<file path="src/rtl/uart_tx_arbiter_if.sv">
// Requester byte streams and UART transmitter handshake shared by uart_tx_arbiter.
// master = arbiter side, slave = requesters plus transmitter.
interface uart_tx_arbiter_if #(parameter int NUM_REQ = 4);
  logic [NUM_REQ-1:0]   req_valid;
  logic [8*NUM_REQ-1:0] req_data;
  logic [NUM_REQ-1:0]   req_last;
  logic [NUM_REQ-1:0]   req_ready;
  logic [NUM_REQ-1:0]   grant;
  logic [7:0]           tx_data;
  logic                 tx_start;
  logic                 tx_busy;
  logic                 err_timeout;

  modport master (input  req_valid, req_data, req_last, tx_busy,
                  output req_ready, grant, tx_data, tx_start, err_timeout);
  modport slave  (output req_valid, req_data, req_last, tx_busy,
                  input  req_ready, grant, tx_data, tx_start, err_timeout);
endinterface

</file>
<file path="src/rtl/uart_tx_arbiter.sv">
// Round-robin, packet-locked sharing of one UART transmitter among NUM_REQ byte streams.
// Optional busy-rise watchdog: define UART_ARB_TIMEOUT_EN.
module uart_tx_arbiter #(
  parameter int NUM_REQ      = 4,
  parameter int BUSY_TIMEOUT = 64
) (
  input  logic              CLK,
  input  logic              RESET,
  uart_tx_arbiter_if.master bus
);
  localparam int PTR_W = $clog2(NUM_REQ);

  typedef enum logic [1:0] {IDLE, ISSUE, WAIT_HI, WAIT_LO} state_t;

  if (NUM_REQ < 2 || NUM_REQ > 8 || BUSY_TIMEOUT < 1) begin : g_bad_cfg
    $error("uart_tx_arbiter: unsupported NUM_REQ/BUSY_TIMEOUT");
  end

  state_t                  state, state_nxt;
  logic [NUM_REQ-1:0]      grant, grant_nxt;
  logic [PTR_W-1:0]        g_idx, g_idx_nxt;
  logic [PTR_W-1:0]        rr_ptr, rr_ptr_nxt;
  logic [7:0]              tx_data, tx_data_nxt;
  logic                    tx_start, tx_start_nxt;
  logic                    last_r, last_r_nxt;
  logic                    to_expired;
  logic                    win_found;
  logic [PTR_W-1:0]        win_idx, cand;
  logic                    xfer;
  logic [NUM_REQ-1:0][7:0] req_byte;

  for (genvar i = 0; i < NUM_REQ; i++) begin : g_lane
    assign req_byte[i] = bus.req_data[8*i +: 8];
  end

  // First valid requester strictly after the last packet owner, wrapping.
  always_comb begin
    win_found = 1'b0;
    win_idx   = '0;
    cand      = '0;
    for (int k = 1; k <= NUM_REQ; k++) begin
      cand = PTR_W'((int'(rr_ptr) + k) % NUM_REQ);
      if (!win_found && bus.req_valid[cand]) begin
        win_found = 1'b1;
        win_idx   = cand;
      end
    end
  end

  assign xfer          = (state == ISSUE) && bus.req_valid[g_idx];
  assign bus.req_ready = (state == ISSUE && !RESET) ? (bus.req_valid & grant) : '0;
  assign bus.grant     = grant;
  assign bus.tx_data   = tx_data;
  assign bus.tx_start  = tx_start;

  always_comb begin
    state_nxt    = state;
    grant_nxt    = grant;
    g_idx_nxt    = g_idx;
    rr_ptr_nxt   = rr_ptr;
    tx_data_nxt  = tx_data;
    tx_start_nxt = 1'b0;
    last_r_nxt   = last_r;
    unique case (state)
      IDLE: begin
        // busy may still be high from a byte launched before reset
        if (win_found && !bus.tx_busy) begin
          grant_nxt = NUM_REQ'(1) << win_idx;
          g_idx_nxt = win_idx;
          state_nxt = ISSUE;
        end
      end
      ISSUE: begin
        if (xfer) begin
          tx_data_nxt  = req_byte[g_idx];
          tx_start_nxt = 1'b1;
          last_r_nxt   = bus.req_last[g_idx];
          state_nxt    = WAIT_HI;
        end
      end
      WAIT_HI: begin
        if (bus.tx_busy) begin
          state_nxt = WAIT_LO;
        end else if (to_expired) begin
          grant_nxt  = '0;
          rr_ptr_nxt = g_idx;
          state_nxt  = IDLE;
        end
      end
      WAIT_LO: begin
        if (!bus.tx_busy) begin
          if (last_r) begin
            grant_nxt  = '0;
            rr_ptr_nxt = g_idx;
            state_nxt  = IDLE;
          end else begin
            state_nxt  = ISSUE;
          end
        end
      end
      default: state_nxt = IDLE;
    endcase
  end

  always_ff @(posedge CLK) begin
    if (RESET) begin
      state    <= IDLE;
      grant    <= '0;
      g_idx    <= '0;
      rr_ptr   <= PTR_W'(NUM_REQ - 1);
      tx_data  <= '0;
      tx_start <= 1'b0;
      last_r   <= 1'b0;
    end else begin
      state    <= state_nxt;
      grant    <= grant_nxt;
      g_idx    <= g_idx_nxt;
      rr_ptr   <= rr_ptr_nxt;
      tx_data  <= tx_data_nxt;
      tx_start <= tx_start_nxt;
      last_r   <= last_r_nxt;
    end
  end

`ifdef UART_ARB_TIMEOUT_EN
  localparam int TO_W = $clog2(BUSY_TIMEOUT + 1);
  logic [TO_W-1:0] to_cnt;
  logic            err_r;

  // Counts WAIT_HI cycles; the last one without busy drops the packet.
  assign to_expired      = (to_cnt == TO_W'(BUSY_TIMEOUT - 1));
  assign bus.err_timeout = err_r;

  always_ff @(posedge CLK) begin
    if (RESET) begin
      to_cnt <= '0;
      err_r  <= 1'b0;
    end else begin
      to_cnt <= (state == WAIT_HI && !bus.tx_busy) ? to_cnt + 1'b1 : '0;
      if (state == WAIT_HI && !bus.tx_busy && to_expired) err_r <= 1'b1;
    end
  end
`else
  assign to_expired      = 1'b0;
  assign bus.err_timeout = 1'b0;
`endif

endmodule

</file>
<file path="src/flat_wrapper.sv">
// flat-port wrapper written by rule: the top's interface ports become plain ports
module uart_tx_arbiter_flat 
#(
  parameter int NUM_REQ      = 4,
  parameter int BUSY_TIMEOUT = 64
)
  (CLK, RESET, bus_req_valid, bus_req_data, bus_req_last, bus_tx_busy, bus_req_ready, bus_grant, bus_tx_data, bus_tx_start, bus_err_timeout);
  uart_tx_arbiter_if #(.NUM_REQ(NUM_REQ)) bus_i ();
  input  logic CLK;
  input  logic RESET;
  input wire logic [$bits(bus_i.req_valid)-1:0] bus_req_valid;
  input wire logic [$bits(bus_i.req_data)-1:0] bus_req_data;
  input wire logic [$bits(bus_i.req_last)-1:0] bus_req_last;
  input wire logic [$bits(bus_i.tx_busy)-1:0] bus_tx_busy;
  output wire logic [$bits(bus_i.req_ready)-1:0] bus_req_ready;
  output wire logic [$bits(bus_i.grant)-1:0] bus_grant;
  output wire logic [$bits(bus_i.tx_data)-1:0] bus_tx_data;
  output wire logic [$bits(bus_i.tx_start)-1:0] bus_tx_start;
  output wire logic [$bits(bus_i.err_timeout)-1:0] bus_err_timeout;
  assign bus_i.req_valid = bus_req_valid;
  assign bus_i.req_data = bus_req_data;
  assign bus_i.req_last = bus_req_last;
  assign bus_i.tx_busy = bus_tx_busy;
  assign bus_req_ready = bus_i.req_ready;
  assign bus_grant = bus_i.grant;
  assign bus_tx_data = bus_i.tx_data;
  assign bus_tx_start = bus_i.tx_start;
  assign bus_err_timeout = bus_i.err_timeout;
  uart_tx_arbiter #(.NUM_REQ(NUM_REQ), .BUSY_TIMEOUT(BUSY_TIMEOUT)) u_core (.CLK(CLK), .RESET(RESET), .bus(bus_i));
endmodule
</file>
<file path="config.mk">
export PLATFORM = sky130hd
export DESIGN_NAME = uart_tx_arbiter_flat
export DESIGN_NICKNAME = d
export VERILOG_FILES = /design/src/rtl/uart_tx_arbiter_if.sv /design/src/rtl/uart_tx_arbiter.sv /design/src/flat_wrapper.sv
export SDC_FILE = /design/constraint.sdc
export NUM_CORES = 1
export LEC_CHECK = 0
export ABC_AREA = 1
export BUFFER_PORTS_ARGS = -buffer_cell sky130_fd_sc_hd__buf_4
export CAP_MARGIN = 20
export CORE_MARGIN = 2
export CORE_UTILIZATION = 30
export CTS_CLUSTER_DIAMETER = 150
export CTS_CLUSTER_SIZE = 28
export DETAILED_ROUTE_END_ITERATION = 7
export GPL_ROUTABILITY_DRIVEN = 0
export SLEW_MARGIN = 20
export SYNTH_ARGS = -nofsm -noshare
export SYNTH_HDL_FRONTEND = slang
export SYNTH_SLANG_ARGS = --single-unit
</file>
<file path="constraint.sdc">
create_clock -name CLK -period 1.9 [get_ports CLK]
set_clock_uncertainty 0.15 [all_clocks]
set_input_delay 0.475 -clock CLK [delete_from_list [all_inputs] [get_ports CLK]]
set_output_delay 0.475 -clock CLK [all_outputs]
set_load 0.005 [all_outputs]
</file>
==> results of run 1 <==
layout make-up:
| type | count | area [um2] | area share (%) |
|---|---|---|---|
| timing repair buffer | 70 | 526 | 24.9 |
| inverter | 19 | 76.3 | 3.61 |
| tap | 67 | 83.8 | 3.97 |
| clock buffer | 4 | 55.1 | 2.61 |
| multi-input combinational | 186 | 965 | 45.7 |
| sequential | 20 | 407 | 19.3 |
stage by stage:
stage               total power [mW]  area (um2)  util [%]  instances
finish                          1.58        2110      44.7        366
global route                    1.70        2110      44.7        366
CTS                             1.59        2090      44.3        366
detailed placement              1.25        2030      42.9        362
global placement                1.25        2030      42.9        362
floorplan                      0.974        1470         -        235
cell families (layout without fill, tap and decap cells):
| group | after synthesis | in the layout | synth area share (%) |
|---|---|---|---|
| adder cells (fa/ha/maj) | 4 | 4 | 3.40 |
| AO/OA/AOI/OAI | 46 | 46 | 18.9 |
| AND/OR/NAND/NOR | 135 | 135 | 41.5 |
| flip-flops | 20 | 20 | 27.2 |
| buffers and inverters | 29 | 93 | 8.76 |
| other | 1 | 1 | 0.255 |
flip-flops by register name (all words and copies together) (netlist names):
register             count
u_core.bus.grant         4
u_core.rr_ptr            2
u_core.last_r            1
u_core.g_idx             2
u_core.state             2
u_core.bus.tx_start      1
u_core.bus.tx_data       8
cell usage in the layout (no fill, tap or decap):
master	Yosys	routed
o21ai_0	13	13
inv_1	14	13
a21oi_2	1	1
o21ai_1	1	1
conb_1	1	1
buf_4	1	70
dfxtp_1	20	17
nand2_4	6	6
dfxtp_4	0	1
nor2_4	1	1
clkbuf_8	0	4
dfxtp_2	0	2
nand3_2	1	1
nor2_1	46	43
inv_6	1	1
nand2_1	53	52
inv_2	3	4
o32ai_1	9	9
o211ai_1	4	4
a21oi_1	18	18
nand4_1	1	1
nor2_2	0	3
ha_1	4	3
nand2_2	7	8
clkinv_1	1	1
ha_4	0	1
nand3_1	20	20
power groups by stage:
stage | Clock (mW) | Combinational (mW) | Sequential, mW
2_1_floorplan | 0 | 0.450 | 0.525
3_3_place_gp | 0 | 0.710 | 0.539
3_5_place_dp | 0 | 0.711 | 0.538
4_1_cts | 0.339 | 0.719 | 0.531
5_1_grt | 0.353 | 0.809 | 0.543
6_report | 0.325 | 0.723 | 0.534
worst register-to-register path, delay by kind of cell (launching register included):
| family | cells | cell delay [ns] |
|---|---|---|
| compound gates | 1 | 0.14 |
| simple gates | 8 | 0.64 |
| buf+inv | 3 | 0.26 |
| flops | 1 | 0.37 |
worst max-delay path by stage:
stage | from | endpoint | slack (ns)
final | u_core.state[1]$_SDFFE_PP0P_ | bus_req_ready[1] | 0.12
after global routing | u_core.rr_ptr[1]$_SDFFE_PP1P_ | u_core.bus.grant[0]$_SDFFE_PP0P_ | 0.004
after CTS | u_core.state[1]$_SDFFE_PP0P_ | bus_req_ready[2] | 0.02
after detailed placement | u_core.rr_ptr[0]$_SDFFE_PP1P_ | u_core.g_idx[0]$_SDFFE_PP0P_ | -0.02
after global placement | u_core.rr_ptr[0]$_SDFFE_PP1P_ | u_core.g_idx[0]$_SDFFE_PP0P_ | -0.05
after floorplan | u_core.state[0]$_SDFFE_PP0P_ | bus_req_ready[0] | 0.17
metal layers:
metal / vias up / GRT usage, % / wire, um
li1: 897 / - / -
met1: 749 / 20.3 / 2040
met2: 37 / 28.4 / 2000
met3: 6 / 2.98 / 165
met4: 0 / 2.22 / 40
met5: - / 0 / 0
==> metrics.md, run 1 <==
| Metric | Value |
|---|---|
| Top cells by count, synth | nand2_1, nor2_1, dfxtp_1, nand3_1, a21oi_1 |
| CP Max Fanout | 5 |
| CP arrival | between 1 and 1.5 ns |
| Post-route ant nets | 0 |
| Hold Vio Cnt, Final | 0 |
| Post-synth top area cell | dfxtp_1 |
| GRT Util Overall | between 10% and 20% |
| Status | completed |
| Count of different cell masters after synthesis | 26 |
| Switching Fraction | 37.4% |
| Core Area | 4720 um2 |
| Port buffer count | 59 |
| Die Y | roughly 74 um |
| Resize count post-CTS | 5 |
| Share of cells above drive strength 1 | 34.4% |
| Hold Path Class | reg2reg |
| Clk pin slew, worst setup/hold paths | ~0.07 ns |
| Wire length per cell | about 12 um |
| Largest net degree at the start of global routing | 21 |
| Initial Utilization | 31.2% |
| Worst Path Buf+Inv | 2 |
| Pwr dens | 749 nW/um2 |
| Htree depth | 1 |
| Vias | 1689 |
| First-pass GRT wire length | 6970 um |
| Post-synthesis net count | around 280 |
| Total gr overflow | 0 |
| Period Utilization, post-route | 93.9% |
| Rows | 25 |
| RR Endpoint | u_core.g_idx[0]$_SDFFE_PP0P_ |
| Worst-skew pair later-pin latency | 0.26 ns |
| CP Cell Sequence | inv_2 -> ha_4 -> nand2_2 -> nor2_1 -> buf_4 |
| Reg2Reg Launch Point | u_core.rr_ptr[1]$_SDFFE_PP1P_ |
| CTS buffer count | 3 |
| Area of the die | ~5500 um2 |
| Worst path required time | 1.27 ns |
| Min-Delay Endpoint | u_core.bus.tx_data[0]$_SDFFE_PP0P_ |
| Vias in the first global route | roughly 1600 |
| Maximum vdd drop | 0.442 mV |
| CP Class | reg2out |
| RSZ-0062 raised after global routing | false |
| MaxCap Viol Count | 0 |
| Post-route setup slack | 0.116 ns |
| Initial antenna violation count | 0 |
| Root buffer cell | clkbuf_8 |
| CTS tree | done |
| Yosys top cell area share | 27.2% |
| Antenna diodes | 0 |
| Startpoint Class | flip-flop |
| HPWL after DPL | approximately 3400 um |
| Cell Area, Synth | between 1000 and 1500 um2 |
| Pre-CTS WS | -0.0164 ns |
| Seq pwr share | 33.8% |
| Layout Nets | 347 |
| Mapped Cells | 235 |
| Synth Register Bits | 20 |
| Crit path depth | 5 |
| Largest delay share family, worst path | flip-flops |
| WHS Path Cells | 2 |
| DRT iter0 DRCs | 56 |
| Synth top area cells | dfxtp_1, nand2_1, nor2_1, nand3_1, a21oi_1 |
| Switching power | 0.591 mW |
| Reg2Reg Depth | 12 |
| Die W | ~74 um |
| F_max | roughly 560 MHz |
| Clock share of power | slightly above 20% |
| Tmin final | 1.78 ns |
| Fraction of registers with async set/reset | 0% |
| Postcts setup bufs | 0 |
| Post-route DRC | 0 |
| P_int | 0.991 mW |
| Clock sinks | 20 |
| Synth Warn # | 0 |
| Endpoints failing setup | 0 |
| CP max stage cell | dfxtp_2 |
| Final WL | 4240 um |
| Layout area overhead | 43.5% |
| Most frequent cell after synthesis | nand2_1 |
| CTS max path bufs | 2 |
| EDFF count, synth | 0 |
| Comb power frac | 45.7% |
| Vias per cell | 4.61 |
| Fin Hold WS | between 0.3 and 0.4 ns |
| Top-Level Pins | 61 |
| # hold bufs at CTS | 0 |
| Final TNS setup | 0 ns |
| Avg Cell Area, Syn | 6.26 um2 |
| Pre-antenna DRT Iters | 4 |
| R2R setup slack | 0.23 ns |
| HP Start | u_core.bus.tx_data[0]$_SDFFE_PP0P_ |
| CP Capture Type | primary output |
| Pleak | between 0.9 and 1 nW |
| Max stage delay on crit path | around 0.36 ns |
| Ys flop type | dfxtp_1 |
| Slew Limit Fails | 0 |
| Fill count | 504 |
| Sequential fraction of the synthesis area | a little over a quarter |
(Power assumes the default switching activity.)
==> run 2, diff against run 1 <==
--- a/config.mk
+++ b/config.mk
@@ -5,7 +5,7 @@
 export SDC_FILE = /design/constraint.sdc
 export NUM_CORES = 1
 export LEC_CHECK = 0
-export ABC_AREA = 1
+export ABC_AREA = 0
 export BUFFER_PORTS_ARGS = -buffer_cell sky130_fd_sc_hd__buf_4
 export CAP_MARGIN = 20
 export CORE_MARGIN = 2
==> run 2 against run 1 <==
Synthesized area fell by 18%. Final cell count fell by 37%. Worst setup slack got worse by 0.097 ns. Critical path type unchanged. Largest cell class unchanged. Non-clock buffer count did not move.
==> metrics.md, run 2 <==
| Metric | Value |
|---|---|
| Status | completed |
| First-pass GRT wire length | 5220 um (-25%) |
| Commonest non-fill, non-tap cell in the layout | buf_4 |
| Root buffer cell | clkbuf_8 |
| CP Max Fanout | 5 (unchanged) |
| Slew Limit Fails | 0 (unchanged) |
| Hold Vio Cnt, Final | 0 (unchanged) |
| CTS max path bufs | 2 (unchanged) |
| Commonest non-fill, non-tap cells in the layout | buf_4, dfxtp_1, nor2_1, mux2i_1, mux4_2 |
| Tmin final | 1.88 ns (+0.0973 ns) |
| Pwr dens | 955 nW/um2 (+27%) |
| Reg area | 403 um2 (-0.92%) |
| Hold Path Class | reg2reg |
| Htree depth | 1 (unchanged) |
| Number of flip-flops in the largest register | 8 (unchanged) |
| Startpoint Class | flip-flop |
| Antenna diodes | 0 (unchanged) |
| Min-Delay Endpoint | u_core.bus.tx_data[4]$_SDFFE_PP0P_ |
| Synth Register Bits | 20 (unchanged) |
| WHS Path Cells | 2 (unchanged) |
| Maximum vdd drop | 0.318 mV (-28%) |
| HP Start | u_core.bus.tx_data[4]$_SDFFE_PP0P_ |
| EDFF count, synth | 0 (unchanged) |
| GRT Util Overall | 15.4% (-0.45 points) |
| Tot Pwr | 1.82 mW (+15%) |
| Post-route DRC | 0 (unchanged) |
| Post-synthesis net count | 161 (-43%) |
| Avg Cell Area, Syn | 10.6 um2 (+70%) |
| Top-Level Pins | 61 (unchanged) |
| Reg2Reg Launch Point | u_core.state[1]$_SDFFE_PP0P_ |
| Share of cells above drive strength 1 | 55.5% (+21 points) |
| CTS buffer count | 3 (unchanged) |
| Vias per cell | 4.88 (+5.7%) |
| Top reg by flops | u_core.bus.tx_data |
| Post-synth top area cell | dfxtp_1 |
| Die Y | 67.6 um (-8.7%) |
| Clk pin slew, worst setup/hold paths | 0.08 ns (about the same) |
| CP max stage cell | dfxtp_2 |
| Fill count | 365 (-28%) |
| # hold bufs at CTS | 0 (unchanged) |
| DRT iter0 DRCs | 43 (-23%) |
| Max stage delay on crit path | 0.33 ns (-0.03 ns) |
| Period Utilization, post-route | 99.0% (+5.1 points) |
| Placed Cells | 225 (-38%) |
| Fraction of registers with async set/reset | 0% (unchanged) |
| Pre-antenna DRT Iters | 4 (unchanged) |
| Pleak | 0.915 nW (-7.3%) |
| Endpoints failing setup | 0 (unchanged) |
| Biggest regs | u_core.bus.tx_data (8), u_core.bus.grant (4) |
| Area of the die | 4570 um2 (-17%) |
| Clock sinks | 20 (unchanged) |
| Post-route ant nets | 0 (unchanged) |
| Synth top area cells | dfxtp_1, mux4_2, mux2i_1, nor2_1, ha_1 |
| Layout Nets | 230 (-34%) |
| Final design utilization | 48.3% (+3.6 points) |
| RR Endpoint | u_core.bus.grant[0]$_SDFFE_PP0P_ |
| Top cells by count, synth | dfxtp_1, nor2_1, mux2i_1 |
| Yosys top cell area share | 33.0% (+5.8 points) |
| Layout area overhead | 57.0% |
| Initial antenna violation count | 0 (unchanged) |
| CP Capture Type | primary output |
| CP Cell Sequence | inv_2 -> ha_4 -> nor2b_4 -> and3_4 -> buf_6 |
| Most frequent cell after synthesis | dfxtp_1 |
| Port buffer count | 59 (unchanged) |
| Non-Filler Instances | 232 (-37%) |
| F_max | 532 MHz (-5.2%) |
| Ys flop type | dfxtp_1 |
| CTS tree | done |
| MaxCap Viol Count | 0 (unchanged) |
| Worst path required time | 1.27 ns (about the same) |
| HPWL after DPL | 2700 um (-20%) |
| Final WL | 3420 um (-19%) |
| Total gr overflow | 0 (unchanged) |
| Sequential fraction of the synthesis area | 33.0% (+5.8 points) |
| R2R setup slack | 0.11 ns (-0.12 ns) |
| Vias | 1132 (-33%) |
| CP arrival | 1.26 ns (+0.10 ns) |
| CP Class | reg2out |
| Mapped Cells | 114 (-51%) |
| Count of different cell masters after synthesis | 37 (+42%) |
| Die W | 67.6 um (-8.7%) |
| Synth Warn # | 0 (unchanged) |
| Core Area | 3940 um2 (-17%) |
| Worst-skew pair later-pin latency | 0.26 ns (about the same) |
| Wire length per cell | 14.7 um (+27%) |
| Cell Area, Synth | 1210 um2 (-18%) |
| RSZ-0062 raised after global routing | true |
| Initial Utilization | 30.8% (-0.40 points) |
| Vias in the first global route | 1150 (-29%) |
| Rows | 23 (-8.0%) |
| Largest net degree at the start of global routing | 18 (-14%) |
| Area occupied by multi-input gates | 826 um2 (-14%) |
| Reg2Reg Depth | 6 (-6) |
run 2: where the power goes:
part	internal, mW	switching (mW)
Clock	0.281	0.153
Sequential	0.496	0.0521
Combinational	0.467	0.367
Total	1.25	0.572
run 2: cells by family after synthesis:
logic type / share of synthesized area (%)
compound gates: 10.8
fa+ha+maj: 4.13
buf+inv: 2.89
flops: 33.0
mux: 29.4
other cells: 0.309
simple gates: 19.4
run 2: how the worst max path moves through the flow:
stage                                      start                            to  slack, ns  depth (start not counted)
global placement                bus_req_valid[0]  u_core.state[1]$_SDFFE_PP0P_       0.02                          5
floorplan                       bus_req_valid[3]  u_core.state[1]$_SDFFE_PP0P_       0.16                          4
global route        u_core.state[1]$_SDFFE_PP0P_              bus_req_ready[3]      -0.04                          5
CTS                 u_core.state[1]$_SDFFE_PP0P_              bus_req_ready[1]       0.01                          5
finish              u_core.state[1]$_SDFFE_PP0P_              bus_req_ready[1]       0.02                          5
detailed placement              bus_req_valid[3]  u_core.state[1]$_SDFFE_PP0P_      -0.02                          5
run 2: repair_timing:
item                                    CTS  global route
resized for setup                         8             8
endpoints found under the setup margin    4             8
buffers inserted                          2             1
pin swaps                                 0             1
run 2: stage by stage:
stage          hold WS, ns  cell area (um2)  setup WS [ns]  TNS (ns)
2_1_floorplan        0.303             1210          0.160         0
3_3_place_gp         0.301             1750         0.0237         0
3_5_place_dp         0.317             1750        -0.0236   -0.0236
4_1_cts              0.330             1860         0.0106         0
5_1_grt              0.349             1900        -0.0365    -0.124
6_report             0.325             1900         0.0189         0
run 2: cell type report:
type                            instances  share of cell area [%]
Inverter                                2                   0.394
Sequential cell                        20                    21.2
Timing Repair Buffer                   70                    28.0
Clock inverter                          1                    1.58
Tap cell                               50                    3.29
Clock buffer                            3                    2.17
Multi-Input combinational cell         86                    43.4
run 2: per-layer routing:
layer | part of all wire (%) | track usage (%)
met3 | 2.3 | 2.50
met4 | 2.2 | 7.14
met2 | 55 | 27.2
met5 | 0 | 0
met1 | 40 | 18.1
run 2: critical path: cells and delay by family, from the launching register on:
family        cells  cell delay [ns]
fa+ha+maj         1             0.12
buf+inv           2             0.15
flops             1             0.33
simple gates      2             0.38
==> run 3, diff against run 2 <==
--- a/config.mk
+++ b/config.mk
@@ -14,6 +14,7 @@
 export CTS_CLUSTER_SIZE = 28
 export DETAILED_ROUTE_END_ITERATION = 7
 export GPL_ROUTABILITY_DRIVEN = 0
+export SETUP_SLACK_MARGIN = 0.02
 export SLEW_MARGIN = 20
 export SYNTH_ARGS = -nofsm -noshare
 export SYNTH_HDL_FRONTEND = slang
==> run 3 against run 2 <==
Sequential power about the same. Final cell count unchanged. First-iteration DRC count up 2.3%. Global-route usage about the same. Combinational power barely moved. Fmax is essentially flat. Clock-buffer cell count unchanged. Utilization unchanged. Flip-flop and latch count unchanged. Critical endpoint unchanged. Largest cell class unchanged.
==> metrics.md, run 3 (synthesis gave the netlist of run 2 again) <==
| Metric | Value |
|---|---|
| Max stage delay on crit path | 0.33 ns (about the same) |
| Hold Path Class | reg2reg |
| CP Cell Sequence | inv_2 -> ha_4 -> nor2b_4 -> and3_4 -> buf_6 |
| Startpoint Class | flip-flop |
| Die W | 67.6 um (unchanged) |
| Largest delay share family, worst path | simple AND/OR/NAND/NOR gates |
| Final WL | 3400 um (-0.50%) |
| Port buffer count | 59 (unchanged) |
| Area of the die | 4570 um2 (unchanged) |
| Placed Cells | 225 (unchanged) |
| CTS buffer count | 3 (unchanged) |
| Wire length per cell | 14.7 um (-0.50%) |
| MaxCap Viol Count | 0 (unchanged) |
| Largest net degree at the start of global routing | 18 (unchanged) |
| Commonest non-fill, non-tap cells in the layout | buf_4, dfxtp_1, nor2_1, mux2i_1, mux4_2 |
| Pleak | 0.915 nW (about the same) |
| Layout Nets | 230 (unchanged) |
| Share of cells above drive strength 1 | 55.5% (unchanged) |
| Root buffer cell | clkbuf_8 |
| CP max stage cell | dfxtp_2 |
| Non-Filler Instances | 232 (unchanged) |
| CTS tree | done |
| Vias per cell | 4.90 (+0.44%) |
| Seq pwr share | 30.2% (about the same) |
| CP Capture Type | primary output |
| Antenna diodes | 0 (unchanged) |
| Status | completed |
| Worst Path Buf+Inv | 2 (unchanged) |
| Endpoints failing setup | 0 (unchanged) |
| Initial Utilization | 30.8% (unchanged) |
| GRT Util Overall | 15.4% (-0.035 points) |
| Clk pin slew, worst setup/hold paths | 0.08 ns (about the same) |
| Post-route setup slack | 0.0190 ns (+0.000126 ns) |
| Rows | 23 (unchanged) |
| Top-Level Pins | 61 (unchanged) |
| Pwr dens | 954 nW/um2 (about the same) |
| Tot Pwr | 1.82 mW (about the same) |
| Commonest non-fill, non-tap cell in the layout | buf_4 |
| Post-route ant nets | 0 (unchanged) |
| Maximum vdd drop | 0.319 mV (+0.18%) |
| First-pass GRT wire length | 5200 um (-0.27%) |
| Top reg by flops | u_core.bus.tx_data |
| Total gr overflow | 0 (unchanged) |
| Vias | 1137 (+0.44%) |
| CP arrival | 1.26 ns (about the same) |
| Pre-antenna DRT Iters | 4 (unchanged) |
| P_int | 1.24 mW (about the same) |
| Pre-CTS WS | -0.0236 ns (unchanged) |
| HPWL after DPL | 2700 um (unchanged) |
| Die Y | 67.6 um (unchanged) |
| # hold bufs at CTS | 0 (unchanged) |
| Period Utilization, post-route | 99.0% (about the same) |
| Worst-skew pair later-pin latency | 0.26 ns (about the same) |
| Switching Fraction | 31.4% (about the same) |
| DRT iter0 DRCs | 44 (+2.3%) |
| Clock sinks | 20 (unchanged) |
| Number of flip-flops in the largest register | 8 (unchanged) |
| Hold Vio Cnt, Final | 0 (unchanged) |
| Slew Limit Fails | 0 (unchanged) |
| Htree depth | 1 (unchanged) |
| Clock share of power | 23.9% (about the same) |
| Comb power frac | 45.9% (about the same) |
| F_max | 532 MHz (about the same) |
| CP Max Fanout | 5 (unchanged) |
| RSZ-0062 raised after global routing | true |
| Initial antenna violation count | 0 (unchanged) |
| Vias in the first global route | 1152 (+0.17%) |
| Worst path required time | 1.27 ns (about the same) |
| CTS max path bufs | 2 (unchanged) |
| CP Class | reg2out |
| Core Area | 3940 um2 (unchanged) |
| Final TNS setup | 0 ns (unchanged) |
| Biggest regs | u_core.bus.tx_data (8), u_core.bus.grant (4) |
| Layout area overhead | 57.0% (unchanged) |
| Switching power | 0.571 mW (-0.17%) |
| Tmin final | 1.88 ns (-0.000126 ns) |
| Post-route DRC | 0 (unchanged) |
==> run 3: layer usage <==
layer  vias to the layer above  share of wire [%]  GRT usage [%]
li1                        566                  -              -
met1                       544                 40           18.0
met2                        19                 56           27.2
met3                         8                2.4           2.50
met4                         0                2.2           7.14
met5                         -                  0              0
==> run 3: cell type report <==
class,count,area (um2)
Clock buffer,3,41.3
Clock inverter,1,30.0
Fill cell,365,2040
Inverter,2,7.51
Multi-Input combinational cell,86,826
Sequential cell,20,403
Tap cell,50,62.6
Timing Repair Buffer,70,533
==> run 3: power groups by stage <==
| stage | Combinational [mW] | Clock [mW] | Sequential (mW) |
|---|---|---|---|
| floorplan | 0.464 | 0 | 0.549 |
| global route | 0.913 | 0.458 | 0.557 |
| CTS | 0.783 | 0.442 | 0.549 |
| detailed placement | 0.727 | 0 | 0.554 |
| global placement | 0.702 | 0 | 0.552 |
| finish | 0.833 | 0.434 | 0.548 |
==> run 3: worst min-delay path: cells and delay by family (launching register included) <==
family,cells,cell delay (ns)
compound gates,1,0.06
flops,1,0.32
simple gates,1,0.05
==> run 3: worst paths after layout <==
| path | end | slack (ns) | cells past startpoint | startpoint |
|---|---|---|---|---|
| hold / removal | u_core.bus.tx_data[4]$_SDFFE_PP0P_ | 0.32 | 2 | u_core.bus.tx_data[4]$_SDFFE_PP0P_ |
| setup reg to reg | u_core.bus.grant[0]$_SDFFE_PP0P_ | 0.12 | 7 | u_core.state[1]$_SDFFE_PP0P_ |
| setup / recovery | bus_req_ready[1] | 0.02 | 5 | u_core.state[1]$_SDFFE_PP0P_ |
| hold reg to reg | u_core.bus.tx_data[4]$_SDFFE_PP0P_ | 0.32 | 2 | u_core.bus.tx_data[4]$_SDFFE_PP0P_ |
==> run 3: what timing repair did <==
action                     CTS  global route
gates resized for setup      8             8
setup endpoints to repair    4             9
setup buffers                2             1
pin swaps                    1             2
==> run 3: metrics by stage <==
step / utilization (%) / area [um2] / hold WS (ns)
6_report: 48.3 / 1900 / 0.325
5_1_grt: 48.3 / 1900 / 0.349
4_1_cts: 47.3 / 1860 / 0.330
3_5_place_dp: 44.4 / 1750 / 0.317
3_3_place_gp: 44.4 / 1750 / 0.301
2_1_floorplan: - / 1210 / 0.303
